File: config.mk
export PLATFORM = sky130hd
export DESIGN_NAME = pixel_write_arbiter_flat
export DESIGN_NICKNAME = d
export VERILOG_FILES = /design/src/rtl/pixel_write_arbiter_if.sv /design/src/rtl/pixel_write_arbiter.sv /design/src/flat_wrapper.sv
export SDC_FILE = /design/constraint.sdc
export NUM_CORES = 1
export LEC_CHECK = 0
export ABC_AREA = 1
export CAP_MARGIN = 10
export CORE_MARGIN = 4
export CORE_UTILIZATION = 35
export CTS_CLUSTER_DIAMETER = 60
export CTS_CLUSTER_SIZE = 14
export DETAILED_ROUTE_END_ITERATION = 16
export HOLD_SLACK_MARGIN = 0.06
export PLACE_DENSITY = 0.67
export SLEW_MARGIN = 25
export SYNTH_ARGS = -nofsm -noshare
export SYNTH_HDL_FRONTEND = slang
export SYNTH_SLANG_ARGS = --single-unit
export TNS_END_PERCENT = 30
File: constraint.sdc
create_clock -name clk -period 2 [get_ports clk]
set_input_delay 0.6 -clock clk [delete_from_list [all_inputs] [get_ports clk]]
set_output_delay 0.6 -clock clk [all_outputs]
set_load 0.02 [all_outputs]
File: src/rtl/pixel_write_arbiter_if.sv
// Pixel-write bus between two writing clients and the VgaAdapter port.
// The arbiter uses the slave modport; the clients/bench use the master modport.
interface pixel_write_arbiter_if;
    logic       req0, req1;
    logic       we0, we1;
    logic [2:0] color0, color1;
    logic [7:0] x0, x1;
    logic [6:0] y0, y1;
    logic       gnt0, gnt1;
    logic [2:0] color;
    logic [7:0] x;
    logic [6:0] y;
    logic       writeEn;
    logic       busy;
    logic [7:0] drop_cnt;

    modport slave (
        input  req0, req1, we0, we1, color0, color1, x0, x1, y0, y1,
        output gnt0, gnt1, color, x, y, writeEn, busy, drop_cnt
    );

    modport master (
        output req0, req1, we0, we1, color0, color1, x0, x1, y0, y1,
        input  gnt0, gnt1, color, x, y, writeEn, busy, drop_cnt
    );
endinterface

File: src/rtl/pixel_write_arbiter.sv
// Round-robin, burst-bounded arbiter sharing one VgaAdapter pixel-write port.
// Define PIXEL_ARB_CLIP_EN to drop (and count) writes outside X_MAX/Y_MAX.
module pixel_write_arbiter #(
    parameter int MAX_BURST = 64,
    parameter int X_MAX     = 159,
    parameter int Y_MAX     = 119
) (
    input  logic                 clk,
    input  logic                 rst,
    pixel_write_arbiter_if.slave bus
);

    typedef enum logic [1:0] {IDLE, OWN0, OWN1, GAP} state_t;

    localparam logic [7:0] BURST_LIM = 8'(MAX_BURST);
    localparam logic [7:0] X_LIM     = 8'(X_MAX);
    localparam logic [6:0] Y_LIM     = 7'(Y_MAX);
`ifdef PIXEL_ARB_CLIP_EN
    localparam logic CLIP_EN = 1'b1;
`else
    localparam logic CLIP_EN = 1'b0;
`endif

    state_t     state_q, state_d;
    logic       last_q, last_d;
    logic [7:0] burst_q, burst_d, burst_nxt;
    logic       accept, own_req, other_req;
    logic [2:0] sel_color;
    logic [7:0] sel_x;
    logic [6:0] sel_y;
    logic       in_range, clip_ok;
    logic       we_q;
    logic [2:0] color_q;
    logic [7:0] x_q;
    logic [6:0] y_q;

    // Owner-side view: a write counts only while its client holds the grant.
    always_comb begin
        accept    = 1'b0;
        own_req   = 1'b0;
        other_req = 1'b0;
        sel_color = bus.color0;
        sel_x     = bus.x0;
        sel_y     = bus.y0;
        if (state_q == OWN0) begin
            accept    = bus.we0;
            own_req   = bus.req0;
            other_req = bus.req1;
        end else if (state_q == OWN1) begin
            accept    = bus.we1;
            own_req   = bus.req1;
            other_req = bus.req0;
            sel_color = bus.color1;
            sel_x     = bus.x1;
            sel_y     = bus.y1;
        end
    end

    // Count including this cycle's write, so the limit-th write hands over at once.
    assign burst_nxt = (accept && burst_q != BURST_LIM) ? burst_q + 8'd1 : burst_q;
    assign in_range  = (sel_x <= X_LIM) && (sel_y <= Y_LIM);
    assign clip_ok   = in_range | ~CLIP_EN;

    // NOTE: every always_comb output gets a default first so no path infers a latch.
    always_comb begin
        state_d = state_q;
        last_d  = last_q;
        burst_d = burst_nxt;
        unique case (state_q)
            IDLE: begin
                burst_d = '0;
                if (bus.req0 && bus.req1) begin
                    state_d = last_q ? OWN0 : OWN1;
                    last_d  = ~last_q;
                end else if (bus.req0) begin
                    state_d = OWN0;
                    last_d  = 1'b0;
                end else if (bus.req1) begin
                    state_d = OWN1;
                    last_d  = 1'b1;
                end
            end
            OWN0, OWN1: begin
                if (!own_req || (burst_nxt == BURST_LIM && other_req))
                    state_d = GAP;
            end
            GAP:     state_d = IDLE;
            default: state_d = IDLE;
        endcase
    end

    // NOTE: sequential state uses non-blocking assignments so every flop samples pre-edge values.
    always_ff @(posedge clk or negedge rst) begin
        if (!rst) begin
            state_q <= IDLE;
            last_q  <= 1'b1;
            burst_q <= '0;
        end else begin
            state_q <= state_d;
            last_q  <= last_d;
            burst_q <= burst_d;
        end
    end

    always_ff @(posedge clk or negedge rst) begin
        if (!rst) begin
            we_q    <= 1'b0;
            color_q <= '0;
            x_q     <= '0;
            y_q     <= '0;
        end else begin
            we_q <= accept & clip_ok;
            if (accept) begin
                color_q <= sel_color;
                x_q     <= sel_x;
                y_q     <= sel_y;
            end
        end
    end

`ifdef PIXEL_ARB_CLIP_EN
    logic [7:0] drop_q;

    always_ff @(posedge clk or negedge rst) begin
        if (!rst)
            drop_q <= '0;
        else if (accept && !in_range && drop_q != 8'hFF)
            drop_q <= drop_q + 8'd1;
    end

    assign bus.drop_cnt = drop_q;
`else
    assign bus.drop_cnt = '0;
`endif

    assign bus.gnt0    = (state_q == OWN0);
    assign bus.gnt1    = (state_q == OWN1);
    assign bus.busy    = (state_q != IDLE);
    assign bus.writeEn = we_q;
    assign bus.color   = color_q;
    assign bus.x       = x_q;
    assign bus.y       = y_q;

endmodule

File: src/flat_wrapper.sv
// flat-port wrapper written by rule: the top's interface ports become plain ports
module pixel_write_arbiter_flat 
#(
    parameter int MAX_BURST = 64,
    parameter int X_MAX     = 159,
    parameter int Y_MAX     = 119
)
  (clk, rst, bus_req0, bus_req1, bus_we0, bus_we1, bus_color0, bus_color1, bus_x0, bus_x1, bus_y0, bus_y1, bus_gnt0, bus_gnt1, bus_color, bus_x, bus_y, bus_writeEn, bus_busy, bus_drop_cnt);
  pixel_write_arbiter_if bus_i ();
  input  logic clk;
  input  logic rst;
  input wire logic [$bits(bus_i.req0)-1:0] bus_req0;
  input wire logic [$bits(bus_i.req1)-1:0] bus_req1;
  input wire logic [$bits(bus_i.we0)-1:0] bus_we0;
  input wire logic [$bits(bus_i.we1)-1:0] bus_we1;
  input wire logic [$bits(bus_i.color0)-1:0] bus_color0;
  input wire logic [$bits(bus_i.color1)-1:0] bus_color1;
  input wire logic [$bits(bus_i.x0)-1:0] bus_x0;
  input wire logic [$bits(bus_i.x1)-1:0] bus_x1;
  input wire logic [$bits(bus_i.y0)-1:0] bus_y0;
  input wire logic [$bits(bus_i.y1)-1:0] bus_y1;
  output wire logic [$bits(bus_i.gnt0)-1:0] bus_gnt0;
  output wire logic [$bits(bus_i.gnt1)-1:0] bus_gnt1;
  output wire logic [$bits(bus_i.color)-1:0] bus_color;
  output wire logic [$bits(bus_i.x)-1:0] bus_x;
  output wire logic [$bits(bus_i.y)-1:0] bus_y;
  output wire logic [$bits(bus_i.writeEn)-1:0] bus_writeEn;
  output wire logic [$bits(bus_i.busy)-1:0] bus_busy;
  output wire logic [$bits(bus_i.drop_cnt)-1:0] bus_drop_cnt;
  assign bus_i.req0 = bus_req0;
  assign bus_i.req1 = bus_req1;
  assign bus_i.we0 = bus_we0;
  assign bus_i.we1 = bus_we1;
  assign bus_i.color0 = bus_color0;
  assign bus_i.color1 = bus_color1;
  assign bus_i.x0 = bus_x0;
  assign bus_i.x1 = bus_x1;
  assign bus_i.y0 = bus_y0;
  assign bus_i.y1 = bus_y1;
  assign bus_gnt0 = bus_i.gnt0;
  assign bus_gnt1 = bus_i.gnt1;
  assign bus_color = bus_i.color;
  assign bus_x = bus_i.x;
  assign bus_y = bus_i.y;
  assign bus_writeEn = bus_i.writeEn;
  assign bus_busy = bus_i.busy;
  assign bus_drop_cnt = bus_i.drop_cnt;
  pixel_write_arbiter #(.MAX_BURST(MAX_BURST), .X_MAX(X_MAX), .Y_MAX(Y_MAX)) u_core (.clk(clk), .rst(rst), .bus(bus_i));
endmodule
==> impl_metrics.csv <==
group,metric,value,unit
detailed_routing,drc,0,
clock_network,path_clk_slew,0.06,ns
clock_network,cts_tree,"yes",
placed_design,numPortBuffers,63,
pwr,clkPwrFrac,18.1,%
placed_design,place_congestion,0.7730,
pwr,power_switching_share,41.05,%
final_layout,nets,378,
setup_path,cp.required,1.40,ns
timing,fin_crit,1.883,ns
clock_network,h-tree-depth,2,
run,maxCapViolCount,0,
synthesis,ys_ff_latch,30,
synthesis,seq_area_frac_synth,42.26,%
clock_network,cts_sinks,30,
pwr,p_int,2.461,mW
detailed_routing,wl_per_cell,11.44,um
floorplan,fp.dieArea,6288,um2
setup_path,critPathLaunchType,"register",
synthesis,synth_warnings,0,
detailed_routing,vias_per_cell,4.566,
detailed_routing,drt_wl_total,4564,um
setup_path,slowest_stage,"dfrtp_1",
grt,grt_usage,14.87,%
timing,final-hold-violation-count,0,
hold_path,min_path_type,"reg -> reg",
floorplan,core_area,4817,um2
synthesis,synth_enable_flop_cells,0,
clock_network,cts_buffers,5,
timing,rsz0062_at_grt,"yes",
final_layout,ff_latch_area,754.5,um2
pwr,ir_drop,0.0006765,V
pwr,p_leak,1.340,nW
synthesis,synth.avg_cell_area,7.117,um2
setup_path,crit_chain,"buf_4, ha_4, dlygate4sd2_1",
pwr,p_per_area,1512,nW/um2
timing,tns,0,ns
setup_path,worstPathMaxFanout,3,
grt,grt_max_degree,34,
run_status,outcome,"completed",
clock_network,root_buffer,"clkbuf_8",
floorplan,die_y,79.30,um
synthesis,synth.distinct_cells,26,
synthesis,ys_top_cells_by_area,"dfrtp_1 (41%), nand2_1 (17%), nor2_1 (9.1%), a31oi_1 (6.3%), inv_1 (4.2%)",
timing,setup_slack,0.1166,ns
grt,antenna_found_initial,0,
final_layout,stdcell_count,399,
grt,grt_pass1_vias,1781,
grt,grt_pass1_wl,7417,um
floorplan,die_w,79.30,um
final_layout,syn_to_final_growth,55.13,%
setup_path,slowest_delay,0.38,ns
placed_design,dp_slack,-0.2639,ns
final_layout,drive_gt1_share,15.96,%
setup_path,critical_path_class,"reg -> out",
pwr,power.switching,1.713,mW
detailed_routing,firstDrtPassIters,5,
timing,fmax,531.0,MHz
detailed_routing,num_vias,1822,
final_layout,utilization,57.30,%
setup_path,end_kind,"output pin",
final_layout,multi_input_area,900.9,um2
timing,setup-violations-final,0,
synthesis,synthArstFlopShare,100.0,%
synthesis,yosys.area.top_type,"dfrtp_1",
pwr,power_frac_seq,25.3,%
synthesis,synthTopCellsByCount,"nand2_1 (80), nor2_1 (43), dfrtp_1 (29), inv_1 (20), a31oi_1 (18)",
setup_path,crit_family,"buffers and inverters",
placed_design,dpl.hpwl,3513,um
setup_path,critPathBufInv,2,
pwr,p_comb_share,56.5,%
clock_network,clkLatencyLatePin,0.28,ns
timing,finalCritPeriodShare,94.17,%
final_layout,diodes,0,
synthesis,yosysMostFrequentCell,"nand2_1",
timing,drv_slew,0,
clock_network,cts_hold_buffers,0,
synthesis,synth_area,1779,um2
setup_path,cp_data_arrival_time,1.28,ns
synthesis,synthCells,250,
detailed_routing,drt-initial-drc-count,51,
synthesis,yosysTopAreaCellShare,40.79,%
synthesis,synth-main-ff-cell,"dfrtp_1",
clock_network,ctsLongestPathBuffers,2,
placed_design,dp.cells,388,
timing,fin_skew,0.001371,ns
floorplan,rows,25,
floorplan,io_pins,72,
grt,grt-ovfl-total,0,
detailed_routing,ant_nets,0,
final_layout,n_fill_cell,446,
floorplan,start_util,36.94,%
[tightest hold or removal path, stage by stage (launching register included)]
cell,delay (ns)
dfstp_2,0.37
a21oi_1,0.11
nor2_1,0.06
[flip-flops by register name (all words and copies together) (netlist names)]
| register | cells |
|---|---|
| u_core.state_q | 2 |
| u_core.bus.writeEn | 1 |
| u_core.burst_q | 8 |
| u_core.bus.color | 3 |
| u_core.last_q | 1 |
| u_core.bus.y | 7 |
| u_core.bus.x | 8 |
[layout make-up]
type                            instances  share of cell area, %
Tap cell                               67                  3.037
Multi-Input combinational cell        186                  32.64
Timing Repair Buffer                   84                  28.51
Sequential cell                        30                  27.33
Clock buffer                            6                  2.992
Clock inverter                          2                  2.176
Inverter                               24                  3.309
[path summary, 6_finish.rpt]
| check | slack (ns) | cells past startpoint | endpoint | start |
|---|---|---|---|---|
| max in group asynchronous | 0.97 | 2 | u_core.last_q | rst |
| max | 0.12 | 3 | bus_gnt1 | u_core.state_q[1] |
| min in group asynchronous | 0.71 | 2 | u_core.bus.x[0] | rst |
| max reg2reg | 0.12 | 15 | u_core.state_q[1] | u_core.state_q[0] |
| min reg2reg | 0.53 | 2 | u_core.last_q | u_core.last_q |
| min | 0.53 | 2 | u_core.last_q | u_core.last_q |
[per-layer routing]
layer	vias to the layer above	track usage (%)	routed length, um
met3	4	7.143	439
met1	829	15.57	1841
met5	-	0	0
met2	51	26.52	2243
met4	0	3.952	38
li1	938	-	-
[power by group through the flow]
stage	clock, mW	combinational (mW)	sequential [mW]
global placement	0	2.27	1.04
floorplan	0	1.14	1.26
global route	0.802	2.63	1.10
finish	0.757	2.36	1.06
detailed placement	0	2.29	1.06
CTS	0.775	2.29	1.05
[kinds of logic after synthesis]
kind of cell / share of synthesized area, %
flip-flops: 42.26
XOR/XNOR: 0.4924
AO/OA/AOI/OAI: 9.916
adder cells (fa/ha/maj): 3.516
AND/OR/NAND/NOR: 32.70
other: 0.2108
buffers and inverters: 10.90
[cell usage in the layout (no fill, tap or decap), types with 2 or more instances in the layout]
| cell | n |
|---|---|
| nand2_1 | 77 |
| clkdlybuf4s50_1 | 58 |
| nor2_1 | 41 |
| dfrtp_1 | 27 |
| buf_4 | 19 |
| inv_1 | 18 |
| a31oi_1 | 18 |
| nand3_1 | 14 |
| conb_1 | 8 |
| clkbuf_8 | 6 |
| nand2_2 | 5 |
| inv_2 | 5 |
| o21ai_0 | 3 |
| nor2_2 | 3 |
| ha_1 | 3 |
| a21oi_2 | 2 |
| nand4_1 | 2 |
| a21oi_1 | 2 |
| ha_4 | 2 |
| bufinv_16 | 2 |
| dlymetal6s2s_1 | 2 |
| dlygate4sd2_1 | 2 |
| dfrtp_2 | 2 |
[metrics by stage]
stage / total power [mW] / instance area, um2 / hold WS (ns)
finish: 4.174 / 2760 / 0.5323
global route: 4.523 / 2760 / 0.5662
CTS: 4.118 / 2695 / 0.5352
detailed placement: 3.350 / 2551 / 0.5257
global placement: 3.315 / 2551 / 0.5001
floorplan: 2.403 / 1805 / 0.3044
[what timing repair did]
item | 4_1_cts | 5_1_grt
cloned | 0 | 1
setup buffers | 0 | 2
endpoints found under the setup margin | 21 | 3
resized for setup | 6 | 17
pin swaps | 0 | 6
(Power assumes the default switching activity.)
